## config.mk

```make
export PLATFORM = sky130hd
export DESIGN_NAME = pc_unit
export DESIGN_NICKNAME = d
export VERILOG_FILES = /design/src/rtl/pc_unit.sv
export SDC_FILE = /design/constraint.sdc
export NUM_CORES = 1
export LEC_CHECK = 0
export ABC_AREA = 1
export CAP_MARGIN = 15
export CORE_ASPECT_RATIO = 1.4
export CORE_MARGIN = 5
export CORE_UTILIZATION = 53
export DETAILED_ROUTE_END_ITERATION = 10
export PLACE_DENSITY = 0.89
export SLEW_MARGIN = 0
export SYNTH_ARGS = -nofsm -noshare
export SYNTH_HDL_FRONTEND = slang
export SYNTH_SLANG_ARGS = --single-unit
```

## constraint.sdc

```tcl
create_clock -name clk -period 4.5 [get_ports clk]
set_clock_uncertainty 0.05 [all_clocks]
set_input_delay 0.675 -clock clk [delete_from_list [all_inputs] [get_ports clk]]
set_output_delay 0.675 -clock clk [all_outputs]
set_load 0.005 [all_outputs]
```

## src/rtl/pc_unit.sv

```systemverilog
// ---------------------------------------------------------------------------
// pc_unit : program-counter unit for the MIPS core.
//
// Holds the fetch address. Each cycle it picks the next PC from one of:
// sequential, branch, jump, register jump, exception entry, or exception
// return. A two-state FSM (RUN/EXC) captures EPC on exception entry, and
// bad_addr on a misaligned jr. The FSM state is visible on in_handler.
//
// Ports
//   clk         : clock, rising edge
//   rst         : asynchronous reset, active low
//   stall       : hold pc/epc/bad_addr/FSM this cycle (exc still redirects)
//   exc         : external exception request
//   eret        : return from exception (ignored in RUN)
//   br_taken    : conditional branch taken
//   br_offset   : sign-extended word offset of the branch
//   jump        : J-format jump
//   jump_index  : 26-bit J-format instruction index
//   jr          : jump to register
//   jr_addr     : register jump target
//   pc          : current fetch address
//   pc_plus4    : pc + 4 (combinational)
//   epc         : exception program counter
//   bad_addr    : last misaligned jr target
//   in_handler  : 1 while the FSM is in EXC
// ---------------------------------------------------------------------------
module pc_unit #(
    parameter int              WIDTH        = 32,
    parameter logic [WIDTH-1:0] RESET_VECTOR = 32'h0000_0000,
    parameter logic [WIDTH-1:0] EXC_VECTOR   = 32'h0000_0080
) (
    input  logic             clk,
    input  logic             rst,
    input  logic             stall,
    input  logic             exc,
    input  logic             eret,
    input  logic             br_taken,
    input  logic [WIDTH-1:0] br_offset,
    input  logic             jump,
    input  logic [25:0]      jump_index,
    input  logic             jr,
    input  logic [WIDTH-1:0] jr_addr,
    output logic [WIDTH-1:0] pc,
    output logic [WIDTH-1:0] pc_plus4,
    output logic [WIDTH-1:0] epc,
    output logic [WIDTH-1:0] bad_addr,
    output logic             in_handler
);

    typedef enum logic {
        RUN = 1'b0,
        EXC = 1'b1
    } state_t;

    state_t           state;
    logic             addr_err;
    logic             do_eret;
    logic [WIDTH-1:0] br_target;
    logic [WIDTH-1:0] jump_target;
    logic [WIDTH-1:0] pc_next;

    assign pc_plus4    = pc + WIDTH'(4);
    assign br_target   = pc_plus4 + (br_offset << 2);
    assign jump_target = {pc_plus4[WIDTH-1:28], jump_index, 2'b00};

    // Only exc outranks a misaligned jr; while stalled the check waits for
    // the cycle on which the jr actually issues.
    assign addr_err = jr && (jr_addr[1:0] != 2'b00) && !exc && !stall;

    // eret only means something inside the handler; in RUN it is ignored.
    assign do_eret  = eret && (state == EXC);

    always_comb begin
        pc_next = pc_plus4;
        if (exc)
            pc_next = EXC_VECTOR;      // exc redirects even when stalled
        else if (stall)
            pc_next = pc;
        else if (addr_err)
            pc_next = EXC_VECTOR;
        else if (do_eret)
            pc_next = epc;
        else if (jr)
            pc_next = jr_addr;
        else if (jump)
            pc_next = jump_target;
        else if (br_taken)
            pc_next = br_target;
    end

    always_ff @(posedge clk or negedge rst) begin
        if (!rst) begin
            pc       <= RESET_VECTOR;
            epc      <= '0;
            bad_addr <= '0;
            state    <= RUN;
        end else begin
            pc <= pc_next;
            if (exc) begin
                // Nested exceptions keep the original return address.
                if (state == RUN) begin
                    epc   <= pc;
                    state <= EXC;
                end
            end else if (!stall) begin
                if (addr_err) begin
                    bad_addr <= jr_addr;
                    if (state == RUN) begin
                        epc   <= pc;
                        state <= EXC;
                    end
                end else if (do_eret) begin
                    state <= RUN;
                end
            end
        end
    end

    assign in_handler = (state == EXC);

endmodule

```

Word-level counts from Yosys, hierarchy flattened:

Index checks and enable logic that the tools add are counted.

* input bits: 98
* flip-flop bits (word level): 97
* output and inout port bits: 129
* logic and storage cells: 36

* $add $sub $neg: 2
* reductions and logical operators: 12
* eq/ne operators: 1
* bitwise gates (word level): 2
* multiplexer cells: 15

Operators by type and width (number)
* 32-bit 2-to-1 mux: 11
* 32-bit by 3-bit adder with 32-bit output, second input constant: 1
* 32-bit adder: 1
* 1-bit logical AND: 4
* 1-bit 2-to-1 mux: 4
* 2-bit AND reduction: 2
* 2-bit nonzero test: 2
* 3-bit AND reduction: 1
* 3-bit nonzero test: 1
* 1-bit zero test: 2
* 2-bit by 1-bit != test with 1-bit output, second input constant: 1
* 1-bit inverter: 2

Logic depth before layout (Yosys ltp):

Gate-level depths: netlist of run 1.

* word-level depth: 9
* depth in mapped cells: 26
* gate-level depth less buffers: 26

Worst setup path before layout of run 1:

OpenSTA, ideal clock, no wires.

* kind: register to register
* start point: reg pc[2]
* end point: reg pc[21]
* data required time: 4317 ps
* path buffers: 0
* library setup time: 133 ps
* cell stages (with the launch flop): 23
* slack: 1612 ps
* arrival: 2705 ps
* path through: dfrtp_1 ha_1 nand3_2 nor2_2 inv_1 nor2_1 nand4_1 xor2_1 inv_1 ha_1 nand2_1 nor2_1 nand2_1 nor2_1 nand2_1 nand4_1 nand3_1 nand2_1 nand2_1 nand2_1 nand2_1 nand2_1 o21ai_0

* word-level cells in the longest chain between the ends: 9

Ends and longest elaborated chain
* from (decl): RTL line 43 `output logic [WIDTH-1:0] pc,`
* from (signal assigned): RTL line 98 `pc <= pc_next;`
* 32-bit by 3-bit adder with 32-bit output: RTL line 62 `assign pc_plus4 = pc + WIDTH'(4);`
* via pc_plus4[16]: RTL line 44 `output logic [WIDTH-1:0] pc_plus4,`
* 32-bit adder: RTL line 63 `assign br_target = pc_plus4 + (br_offset << 2);`
* 32-bit 2-to-1 mux: RTL line 87 `else if (br_taken)`
* 32-bit 2-to-1 mux: RTL line 85 `else if (jump)`
* 32-bit 2-to-1 mux: RTL line 83 `else if (jr)`
* 32-bit 2-to-1 mux: RTL line 81 `else if (do_eret)`
* 32-bit 2-to-1 mux: RTL line 79 `else if (addr_err)`
* 32-bit 2-to-1 mux: RTL line 77 `else if (stall)`
* 32-bit 2-to-1 mux: RTL line 75 `if (exc)`

The timed path passes the listed nets, and every way through them passes these cells. The select of a mux whose other input is x is not followed.
A chain may end at the register's enable or synchronous reset.

Final worst setup path of run 1:

* start point: reg pc[2]
* end point: reg pc[30]

* word-level cells in the longest chain between the ends: 9

Ends and longest elaborated chain (RTL line)
* 32-bit by 3-bit adder with 32-bit output *: 62
* 32-bit adder: 63
* 32-bit 2-to-1 mux: 87
* 32-bit 2-to-1 mux *: 85
* 32-bit 2-to-1 mux *: 83
* 32-bit 2-to-1 mux *: 81
* 32-bit 2-to-1 mux *: 79
* 32-bit 2-to-1 mux *: 77
* 32-bit 2-to-1 mux *: 75

Every way passes the cells marked *; elsewhere a longest branch is shown, timed or not. The select of a mux whose other input is x is not followed.

==> impl_metrics.ini, run 1 <==
[worst_setup_path]
startpoint_type = flip-flop
cp.arrival_ps = 3990
critPathRequiredTime_ps = 4690
r2r_start = pc[2]$_DFFE_PN0P_
r2r_end = pc[30]$_DFFE_PN0P_
startpoint = pc[2]$_DFFE_PN0P_
path_cells = ha_1, nand3_2, nor2_2, inv_1, nor2_1, nand4_1, xor2_1, inv_1, ha_1, nand2_1, o21ai_0, a21oi_1, nor2_1, nor2_1, nand3_1, nand3_1, nand2_1, nand2_1, nand2_1, nand2_1
path_max_fanout = 6
r2r_setup_slack_ps = 700
critPathKind = flip-flop to flip-flop
max_stage_delay_ps = 480
reg2regPathDepth = 20
endpoint = pc[30]$_DFFE_PN0P_
crit_path_end_kind = flip-flop
cp_slowest_cell = dfrtp_1
cpMostUsedCell = nand2_1

[placed_design]
dp_hpwl_um = 23900
io_buffers = 224
gp_congestion = 0.968
dp_slack_ps = 829
postPlaceCellArea_um2 = 10400

[finish]
nets = 1607
layout_commonest_cell = nand2_1
most-common-layout-cells = 423 x nand2_1, 223 x clkdlybuf4s50_1, 190 x inv_1, 136 x nor2_1, 107 x o21ai_0
antennaDiodeCount = 0
syn2layout_area_growth_pct = 33.0
drive_gt1_share_pct = 4.60
fin_area_um2 = 10600

[drt]
route.detailed.drc = 0
drt-initial-drc-count = 786
firstDrtPassIters = 7
via_per_inst = 5.40
wl_per_cell_um = 17.7
wl_um = 29600
final_antenna_net_count = 0
via_count = 9013

[floorplan]
dieArea_um2 = 17700
io_pins = 227
core-area_um2 = 14900
chipHeight_um = 155
rows = 53
start_util_pct = 53.6
fp.dieW_um = 114

[pwr]
ir_drop_mv = 0.324
total_leakage_power_uw = 0.00538
pwr_density_cell_nw_per_um2 = 283

[global_route]
grt_max_degree = 65
grt_pass1_wl_um = 45700
grt_use_total_pct = 32.8
antenna_found_initial = 0
grt_overflow = 0
grt_pass1_vias = 8748

[sta]
fin_setup_tns_ps = 0
min_period_ps = 3800
setup_viol = 0
finalHoldViolations = 0
post-route-period-util_pct = 84.5
relSlewSlack_pct = 28.8
whs_ps = 343
drv_slew = 0
tightest_slew_ps = 1060
rsz0062_at_grt = false
timing.final.ws_setup_ps = 700
fmax_ghz = 0.263

[clock_tree]
worst_skew_pair.late_latency_ps = 340
tritoncts = built
cts_sinks = 97
path_clk_slew_ps = 70
cts-resized-gates = 0
hold_buffers = 0
clock_path_buffers = 2
numCtsBuffers = 9
cts_root_buffer = clkbuf_16
post_cts_buffers = 0
cts-htree-levels = 3

[yosys]
synth_area_per_cell_um2 = 6.32
ys_seq_elements = 97
synth_edf_count = 0
synth_cell_types = 47
ys.flop_type = dfrtp_1
ys_warn_count = 0
async_flop_share_pct = 100
synth_nets = 1401
syn_area_um2 = 8000
yosysSeqAreaShare_pct = 30.4
syn_inst = 1266

[flow_run]
maxCapViolations = 0

[worst_hold_path]
hold_path_class = input port to asynchronous set/reset pin

[run_status]
status = complete, no violations
report_power, final:
group | internal [µW] | leakage [µW] | switching [µW] | total [µW]
sequential | 1010 | 0.00125 | 121 | 1130
clock | 391 | 0.000135 | 334 | 725
combinational | 566 | 0.00399 | 597 | 1160
total | 1960 | 0.00538 | 1050 | 3010
critical path, delay by kind of cell (launching register included):
family | cells | cell delay [ps]
simple gates | 13 | 1440
xor+xnor | 1 | 230
flops | 1 | 480
buf+inv | 2 | 180
fa+ha+maj | 2 | 640
compound gates | 2 | 690
cell type report:
cell class,count,area [µm²]
timing repair buffer,233,2310
multi-input combinational,939,4660
fill,1232,4280
clock inverter,6,42.5
inverter,192,722
clock buffer,10,239
tap,192,240
sequential,97,2430
worst min path at each step:
| stage | from | to | cells past startpoint |
|---|---|---|---|
| global route | rst | bad_addr[7]$_DFFE_PN0P_ | 1 |
| floorplan | rst | bad_addr[0]$_DFFE_PN0P_ | 0 |
| CTS | rst | bad_addr[7]$_DFFE_PN0P_ | 1 |
| detailed placement | bad_addr[30]$_DFFE_PN0P_ | bad_addr[30]$_DFFE_PN0P_ | 2 |
| global placement | bad_addr[20]$_DFFE_PN0P_ | bad_addr[20]$_DFFE_PN0P_ | 2 |
| finish | rst | bad_addr[7]$_DFFE_PN0P_ | 1 |
layer usage:
metal	vias to the layer above	share of wire, %	global-route usage [%]	routed length (µm)
met5	-	0	0	0
met4	0	4.9	15.6	1450
met3	80	6.2	3.85	1840
met2	402	50	57.5	14900
met1	4134	39	39.7	11500
li1	4397	-	-	-
flip-flops by register name, summed over array words and instances, names as in the netlist:
signal	count
bad_addr	32
in_handler	1
pc	32
epc	32
cells by family (layout without fill, tap and decap cells):
group	count (synthesis)	after routing	share of synthesized area [%]
mux	14	14	1.97
flops	97	97	30.4
buf+inv	230	441	11.5
compound gates	190	190	12.8
simple gates	679	679	35.3
xor+xnor	19	19	2.17
fa+ha+maj	37	37	5.88
Yosys cell counts (6+ instances only):
library cell	count	area share [%]
nor3_1	12	0.75
o21ai_1	9	0.56
inv_1	190	8.9
buf_2	7	0.44
dfrtp_1	97	30
o211ai_1	10	0.94
nand4_1	9	0.70
nor2_1	136	6.4
o21ai_0	107	6.7
mux2_2	14	2.0
nand3_1	63	3.9
nand3b_1	7	0.66
nand2_1	424	20
a21oi_1	43	2.7
o22ai_1	6	0.47
ha_1	36	5.6
xor2_1	16	1.8
clkbuf_1	23	1.1
stage by stage:
| stage | instances | utilization, % | power [µW] |
|---|---|---|---|
| 2_1_floorplan | 1266 | - | 1650 |
| 3_3_place_gp | 1653 | 69.4 | 2260 |
| 3_5_place_dp | 1653 | 69.4 | 2280 |
| 4_1_cts | 1669 | 71.3 | 3000 |
| 5_1_grt | 1669 | 71.3 | 3170 |
| 6_report | 1669 | 71.3 | 3010 |
Power figures use the tool's default switching activity.
==> run 2, diff against run 1 <==
CORE_UTILIZATION = 45   (was 53)
PLACE_DENSITY = 0.8   (was 0.89)
clock period = 3.4 ns   (was 4.5 ns; I/O delays follow)
==> run 2 against run 1 <==
  * Combinational power rose by 48%
  * Final cell count rose by 7.8%
  * Total power rose by 42%
  * Sequential power rose by 31%
  * Critical path depth rose by 3
  * Wire length rose by 5.3%
  * Design area rose by 9.4%
  * Global-route usage fell by 2.9 points
  * Critical endpoint is now pc[21]$_DFFE_PN0P_
  * Largest cell class unchanged
==> impl_metrics.ini, run 2 (synthesized netlist as in run 1, its figures left out) <==
[run_status]
status = complete, no violations

[drt]
route.detailed.drc = 0
firstDrtPassIters = 5
wl_per_cell_um = 17.3
via_count = 9370
via_per_inst = 5.21
final_antenna_net_count = 0
drt-initial-drc-count = 689
wl_um = 31200

[clock_tree]
worst_skew_pair.late_latency_ps = 340
cts_sinks = 97
tritoncts = built
path_clk_slew_ps = 60
clock_path_buffers = 2
numCtsBuffers = 9
cts-htree-levels = 3
cts_root_buffer = clkbuf_16

[pwr]
pwr_density_cell_nw_per_um2 = 367
ir_drop_mv = 0.448
total_leakage_power_uw = 0.00585

[sta]
tightest_slew_ps = 842
setup_viol = 0
drv_slew = 0
fin_setup_tns_ps = 0
relSlewSlack_pct = 43.9
min_period_ps = 3280
rsz0062_at_grt = true
finalHoldViolations = 0
post-route-period-util_pct = 96.6
fmax_ghz = 0.304

[placed_design]
gp_congestion = 0.985
placed_cells = 1782
io_buffers = 224
dp_hpwl_um = 25400

[worst_setup_path]
r2r_setup_slack_ps = 120
path_max_fanout = 5
critPathRequiredTime_ps = 3550
reg2regPathDepth = 23
crit_path_end_kind = flip-flop
r2r_start = pc[5]$_DFFE_PN0P_
startpoint_type = flip-flop
r2r_end = pc[21]$_DFFE_PN0P_
startpoint = pc[5]$_DFFE_PN0P_
critPathKind = flip-flop to flip-flop
cp.arrival_ps = 3430

[finish]
syn2layout_area_growth_pct = 45.6
drive_gt1_share_pct = 13.7
instances_no_fill = 1799
final_core_util_pct = 66.9
reg_top3 = bad_addr: 32 flops, epc: 32 flops, pc: 32 flops
antennaDiodeCount = 0
nets = 1694
most-common-layout-cells = 415 x nand2_1, 223 x clkdlybuf4s50_1, 186 x inv_1, 122 x nor2_1, 103 x o21ai_0
layout_commonest_cell = nand2_1
fillCellCount = 1581

[floorplan]
io_pins = 227
rows = 57
dieArea_um2 = 20600
fp.dieW_um = 123
core-area_um2 = 17400
chipHeight_um = 168
start_util_pct = 46.0

[global_route]
grt_pass1_wl_um = 47900
antenna_found_initial = 0
grt_overflow = 0
grt_use_total_pct = 29.9
grt_pass1_vias = 9125
grt_max_degree = 67

[flow_run]
maxCapViolations = 0

[worst_hold_path]
hold_path_class = input port to asynchronous set/reset pin
## run 2: cell type report
cell class,instances,area (µm²),share of cell area [%]
Inverter,192,722,6.20
Multi-Input combinational cell,939,4920,42.2
Tap cell,236,295,2.54
Sequential cell,97,2430,20.9
Clock inverter,3,65.1,0.559
Timing Repair Buffer,320,2960,25.4
Clock buffer,12,246,2.12
## run 2: metrics by stage
stage,hold slack (ps),instance area [µm²],power (µW),worst slack (ps)
after floorplan,164,8000,2190,512
after global placement,423,11000,3110,84.0
after detailed placement,427,11000,3140,65.7
after CTS,242,11400,4220,38.2
after global routing,295,11600,4510,-57.8
final,195,11600,4270,116
## run 2: layer usage
layer	share of wire (%)	up-vias	global-route usage, %
met5	0	-	0
met4	3.6	0	11.0
met3	6.1	65	3.85
met2	51	374	53.1
met1	39	4357	36.4
li1	-	4574	-
## run 2: critical path, cell delays in order (launching register included)
cell     delay [ps]
dfrtp_1         440
nand2_1         140
nor2_2          170
nand2_4         100
buf_4           170
nor2_8          150
xor2_1          180
inv_1           140
ha_1            340
nand2_2         140
inv_1            50
nand2_1          60
nand2_1          80
a21oi_2         170
buf_4           140
nand3_1          70
nand2_1          60
nand3_1         110
nand2_1          90
nand2_1          50
nand2_1          70
nand2_1          50
nand2_1          50
o21ai_0          70
## run 2: what timing repair did
item | in CTS | in global routing
hold buffers | 0 | 0
gates resized for setup | 0 | 71
endpoints found under the setup margin | 0 | 20
setup buffers | 0 | 2
## run 2: how the worst max path moves through the flow
| stage | end | slack [ps] | cells past startpoint |
|---|---|---|---|
| after floorplan | pc[21]$_DFFE_PN0P_ | 510 | 22 |
| after global placement | pc[29]$_DFFE_PN0P_ | 80 | 20 |
| after detailed placement | pc[29]$_DFFE_PN0P_ | 70 | 20 |
| after CTS | pc[21]$_DFFE_PN0P_ | 40 | 22 |
| after global routing | pc[21]$_DFFE_PN0P_ | -60 | 24 |
| final | pc[21]$_DFFE_PN0P_ | 120 | 23 |
## run 2: power by group
| group | internal [µW] | leakage, µW | switching [µW] |
|---|---|---|---|
| sequential | 1330 | 0.00124 | 145 |
| clock | 660 | 0.000153 | 412 |
| combinational | 860 | 0.00445 | 857 |
==> run 3, diff against run 2 <==
CTS_CLUSTER_SIZE = 24   (was not set)
==> results of run 3 <==
Final layout, timing and power as in run 2 (identical DEF).
